**config.mk**
```make
export PLATFORM = sky130hd
export DESIGN_NAME = systolic_column_ws
export DESIGN_NICKNAME = d
export VERILOG_FILES = /design/src/rtl/systolic_column_ws.sv
export SDC_FILE = /design/constraint.sdc
export NUM_CORES = 1
export LEC_CHECK = 0
export ABC_CLOCK_PERIOD_IN_PS = 6000
export CORE_ASPECT_RATIO = 0.6
export CORE_MARGIN = 10
export CORE_UTILIZATION = 30
export CTS_BUF_LIST = sky130_fd_sc_hd__clkbuf_8
export DETAILED_ROUTE_END_ITERATION = 10
export PLACE_DENSITY = 0.44
export SLEW_MARGIN = 20
export SYNTH_ARGS = -nofsm -noshare
export SYNTH_HDL_FRONTEND = slang
export SYNTH_SLANG_ARGS = --single-unit
```
**constraint.sdc**
```tcl
create_clock -name clk_in1 -period 6 [get_ports clk_in1]
set_clock_uncertainty 0.15 [all_clocks]
set_input_delay 1.2 -clock clk_in1 [delete_from_list [all_inputs] [get_ports clk_in1]]
set_output_delay 1.2 -clock clk_in1 [all_outputs]
set_load 0.02 [all_outputs]
```
**src/rtl/systolic_column_ws.sv**
```systemverilog
// Weight-stationary systolic column: ROWS MAC stages fed by a weight shift chain and skewed features.
// Optional ReLU on the column output when SYS_COL_RELU_EN is defined.
module systolic_column_ws #(
  parameter int WIDTH = 8,
  parameter int ROWS  = 4,
  parameter int ACC_W = 2*WIDTH + $clog2(ROWS) + 2
) (
  input  logic                    clk_in1,
  input  logic                    nrst_in1,
  input  logic [WIDTH-1:0]        weight_in,
  input  logic                    weight_valid,
  output logic                    weight_ready,
  output logic [WIDTH-1:0]        weight_out,
  output logic                    weight_out_valid,
  input  logic [ROWS*WIDTH-1:0]   feat_in,
  input  logic [ACC_W-1:0]        psum_in,
  input  logic                    in_valid,
  output logic                    in_ready,
  output logic [ACC_W-1:0]        psum_out,
  output logic                    out_valid,
  input  logic                    out_ready,
  output logic                    weights_loaded,
  output logic                    busy
);

  localparam int CNT_W = $clog2(ROWS + 1);
  localparam int IF_W  = $clog2(ROWS + 2);

  typedef enum logic [1:0] {EMPTY, LOAD, READY, RUN} state_t;

  state_t                  r_state, w_stateNext;
  logic signed [WIDTH-1:0] r_w [ROWS];
  logic signed [WIDTH-1:0] r_skew [ROWS][ROWS];
  logic signed [ACC_W-1:0] r_acc [ROWS];
  logic [ROWS-1:0]         r_vld;
  logic [CNT_W-1:0]        r_beatCnt;
  logic [IF_W-1:0]         r_inflight;
  logic                    r_loaded;
  logic [WIDTH-1:0]        r_woHold;

  logic signed [WIDTH-1:0] w_feat [ROWS];
  logic signed [ACC_W-1:0] w_sum [ROWS];
  logic signed [ACC_W-1:0] w_outNext;
  logic                    w_weightReady, w_inReady;
  logic                    w_stall, w_accept, w_shift, w_handshake, w_lastBeat;

  assign w_stall     = r_vld[ROWS-1] && !out_ready;
  assign w_handshake = r_vld[ROWS-1] && out_ready;
  assign w_accept    = in_valid && w_inReady;
  assign w_shift     = weight_valid && w_weightReady;
  assign w_lastBeat  = (r_state == LOAD) && (r_beatCnt == CNT_W'(ROWS - 1));

  always_ff @(posedge clk_in1) begin
    if (!nrst_in1) r_state <= EMPTY;
    else           r_state <= w_stateNext;
  end

  always_comb begin
    w_stateNext   = r_state;
    w_weightReady = 1'b0;
    w_inReady     = 1'b0;
    case (r_state)
      EMPTY: begin
        w_weightReady = 1'b1;
        if (weight_valid) w_stateNext = LOAD;
      end
      LOAD: begin
        w_weightReady = 1'b1;
        if (weight_valid && w_lastBeat) w_stateNext = READY;
      end
      READY: begin
        // A pending weight beat takes priority over a feature vector.
        w_weightReady = 1'b1;
        w_inReady     = !weight_valid;
        if (weight_valid)  w_stateNext = LOAD;
        else if (in_valid) w_stateNext = RUN;
      end
      RUN: begin
        w_inReady = !w_stall;
        if (r_inflight == '0 && !w_accept) w_stateNext = READY;
      end
      default: w_stateNext = EMPTY;
    endcase
  end

  always_ff @(posedge clk_in1) begin
    if (!nrst_in1) begin
      r_beatCnt <= '0;
      r_loaded  <= 1'b0;
      r_woHold  <= '0;
      for (int i = 0; i < ROWS; i++) r_w[i] <= '0;
    end else if (w_shift) begin
      r_woHold <= r_w[ROWS-1];
      r_w[0]   <= $signed(weight_in);
      for (int i = 1; i < ROWS; i++) r_w[i] <= r_w[i-1];
      if (w_lastBeat) begin
        r_beatCnt <= '0;
        r_loaded  <= 1'b1;
      end else begin
        r_beatCnt <= r_beatCnt + 1'b1;
        r_loaded  <= 1'b0;
      end
    end
  end

  always_ff @(posedge clk_in1) begin
    if (!nrst_in1) begin
      r_inflight <= '0;
    end else if (w_accept && !w_handshake) begin
      r_inflight <= r_inflight + 1'b1;
    end else if (!w_accept && w_handshake) begin
      r_inflight <= r_inflight - 1'b1;
    end
  end

  genvar gi;
  for (gi = 0; gi < ROWS; gi++) begin : g_stage
    logic signed [2*WIDTH-1:0] w_prod;
    logic signed [ACC_W-1:0]   w_prev;
    if (gi == 0) begin : g_first
      assign w_feat[gi] = $signed(feat_in[WIDTH-1:0]);
      assign w_prev     = $signed(psum_in);
    end else begin : g_rest
      assign w_feat[gi] = r_skew[gi][gi-1];
      assign w_prev     = r_acc[gi-1];
    end
    assign w_prod     = r_w[gi] * w_feat[gi];
    assign w_sum[gi]  = $signed(w_prev + {{(ACC_W-2*WIDTH){w_prod[2*WIDTH-1]}}, w_prod});
  end

`ifdef SYS_COL_RELU_EN
  assign w_outNext = w_sum[ROWS-1][ACC_W-1] ? '0 : w_sum[ROWS-1];
`else
  assign w_outNext = w_sum[ROWS-1];
`endif

  // Skew, partial-sum and valid registers all freeze together while the output is stalled.
  always_ff @(posedge clk_in1) begin
    if (!nrst_in1) begin
      r_vld <= '0;
      for (int i = 0; i < ROWS; i++) begin
        r_acc[i] <= '0;
        for (int j = 0; j < ROWS; j++) r_skew[i][j] <= '0;
      end
    end else if (!w_stall) begin
      r_vld <= {r_vld[ROWS-2:0], w_accept};
      for (int i = 1; i < ROWS; i++) begin
        r_skew[i][0] <= $signed(feat_in[i*WIDTH +: WIDTH]);
        for (int j = 1; j < ROWS; j++) r_skew[i][j] <= r_skew[i][j-1];
      end
      for (int i = 0; i < ROWS - 1; i++) r_acc[i] <= w_sum[i];
      r_acc[ROWS-1] <= w_outNext;
    end
  end

  assign weight_ready     = w_weightReady;
  assign in_ready         = w_inReady;
  assign weight_out_valid = w_shift;
  assign weight_out       = w_shift ? r_w[ROWS-1] : r_woHold;
  assign psum_out         = r_acc[ROWS-1];
  assign out_valid        = r_vld[ROWS-1];
  assign weights_loaded   = r_loaded;
  assign busy             = (r_inflight != '0);

endmodule

```
==> metrics.cfg <==
[outcome]
status = finished, violations left
violations = setup timing

[global_routing]
grt_use_total = 0.148
grt_pass1_vias = 16355
antenna_found_initial = 3
grt_pass1_wl_um = 92200
grt_max_degree = 57
gr-total-overflow = 0

[power]
power_density_nw_per_um2 = 299
ir_worst_vdd_v = 0.000229
power_w = 0.00826
p_leak_nw = 13.0

[clock_tree]
h-tree-depth = 4
clock-sinks = 181
clk_pin_slew_ps = 120
cts_tree = built
clock_latency_ps = 530
cts_root_buffer = clkbuf_8
numCtsBuffers = 17
clock_path_buffers = 2

[place]
gp_congestion = 0.829
post_dp_cell_area_sq_um = 24900
pre_cts_slack_ps = -1100
io_buffer_count = 98
post-dp-hpwl_um = 47100
placed_cells = 3407

[detailed_routing]
via_per_inst = 4.52
drt_iter0_drc = 710
drc = 0
detail_route.wl_per_cell_um = 16.6
drt.antenna.violating_nets = 0
num_vias = 15797
first_pass_iters = 5
drt-total-wl_um = 58000

[yosys]
syn_nets = 2583
synth_top_area_share = 0.224
ys_async_sr_fraction = 0
synth.distinct_cells = 67
avgSynthCellArea_sq_um = 9.63
synth_ff_type = edfxtp_1
yosysTopAreaCell = fa_1
syn_inst = 2091
synth.area.top_cells = fa_1, edfxtp_1, ha_1, and2_1, inv_1
ys_warn_count = 0
seq_area_frac_synth = 0.244
netlist_area_sq_um = 20100
ys_ff_latch = 181
synth_edf_count = 128

[finish]
fillers = 6591
layout_commonest_cell = buf_4
seqCellArea_sq_um = 4910
nNetsFinal = 3073
drive_above_1_share = 0.300
fin_area_sq_um = 27600
final_cell_mix = buf_4, inv_1, fa_1
area_growth_pct = 37.1
stdcell_count = 3495
multi_input_area_sq_um = 15500

[worst_setup_path]
cp-start-kind = register
crit_type = register to register
crit_fanout = 5
cp.required_ps = 6230
end_kind = register
cp.arrival_ps = 6420

[sta]
setup-tns-final_ps = -841
setup_viol_count_final = 9
min_period_ps = 6190
fmax_ghz = 0.162
hold_viol = 0
slew_viol_final = 0
post-route-period-util = 1.03
worst_pin_slew_ps = 905
layout_setup_ws_ps = -192
rsz0062_at_grt = true
relSlewSlack = 0.397

[floorplan]
std_cell_rows = 73
initial_utilization = 0.304
die_y_um = 221
ios = 99
fp.coreArea_sq_um = 66300
die_area_sq_um = 78200
fp.dieW_um = 355

[run]
maxCapViolCount = 0

[worst_hold_path]
holdCritPathClass = register to register

## sequential cells by signal, indices dropped and copies added, names as in the netlist
name	cells
weights_loaded	1
r_skew	48
r_woHold	8
r_acc	80
r_beatCnt	3
r_state	2
r_w	32
r_vld	4
r_inflight	3
## worst paths after layout
check	from	endpoint	slack, ps	depth (start not counted)
worst max-delay path	r_w[1][3]$_SDFFCE_PN0P_	r_acc[1][19]$_SDFFCE_PN0P_	-190	23
worst min-delay path	r_vld[2]$_SDFFE_PN0N_	r_vld[3]$_SDFFE_PN0N_	320	2
worst max register to register	r_w[1][3]$_SDFFCE_PN0P_	r_acc[1][19]$_SDFFCE_PN0P_	-190	23
worst min register to register	r_vld[2]$_SDFFE_PN0N_	r_vld[3]$_SDFFE_PN0N_	320	2
## synthesized netlist by cell type, types with 15 or more instances
library cell,number
o21bai_1,20
and3_1,42
clkbuf_1,39
xor2_1,43
o21ai_1,17
fa_1,225
inv_1,355
nand4_1,16
nor2b_1,38
a22o_1,35
a21o_1,38
nand3_1,15
o21a_1,18
a21oi_1,91
and2_1,213
a211oi_1,23
ha_1,202
edfxtp_1,128
dfxtp_1,53
xnor2_1,66
nor2_1,98
nor3_1,28
nand2_1,125
o21ai_0,37
## cells by family after synthesis
family                     Yosys count  share of synthesized area
AOI/OAI and AO/OA                  339                      0.112
xor gates and xnor gates           111                     0.0497
adders and majority gates          427                      0.349
buffers and inverters              398                     0.0742
DFF                                181                      0.244
muxes                                7                    0.00379
and+or+nand+nor                    628                      0.167
## stage by stage
step / utilization / hold slack, ps
global route: 0.416 / 348
floorplan: - / 272
finish: 0.416 / 316
CTS: 0.400 / 319
detailed placement: 0.376 / 294
global placement: 0.376 / 290
## what timing repair did
item,CTS,global route
setup endpoints to repair,32,34
resized for setup,204,217
buffers inserted,43,27
pin swaps,138,189
hold buffers,0,0
endpoints found under the hold margin,0,0
## where the power goes
part	internal (W)	switching, W	total [W]
Combinational	0.00289	0.00266	0.00555
Clock	0.000355	0.000558	0.000913
Sequential	0.00163	0.000161	0.00179
## critical path: stages, from the launching register on
cell      delay (ps)
edfxtp_1         570
and2_4           240
fa_1             500
inv_2             50
fa_1             500
inv_1             50
fa_1             480
inv_1             50
fa_1             490
inv_2             40
ha_4             220
a21oi_4          160
o21bai_1         110
a21oi_2          220
o21ai_2          100
or4b_1           560
nand3_2          120
buf_6            110
ha_4             190
nand4_1          170
a211oi_4          70
or4_4            510
a31o_1           230
mux2i_1          150
## area by class of cell
| cell class | count | area share |
|---|---|---|
| Timing Repair Buffer | 514 | 0.155 |
| Sequential cell | 181 | 0.178 |
| Multi-Input combinational cell | 1512 | 0.563 |
| Inverter | 355 | 0.0484 |
| Antenna cell | 1 | 0.0000906 |
| Tap cell | 900 | 0.0408 |
| Clock buffer | 17 | 0.00847 |
| Clock inverter | 15 | 0.00666 |
## per-layer routing
layer / global-route usage / wire (um)
met4: 0.0208 / 403
met2: 0.199 / 22400
met1: 0.240 / 33200
met5: 0 / 0
met3: 0.0283 / 2120
Power figures use the tool's default switching activity.
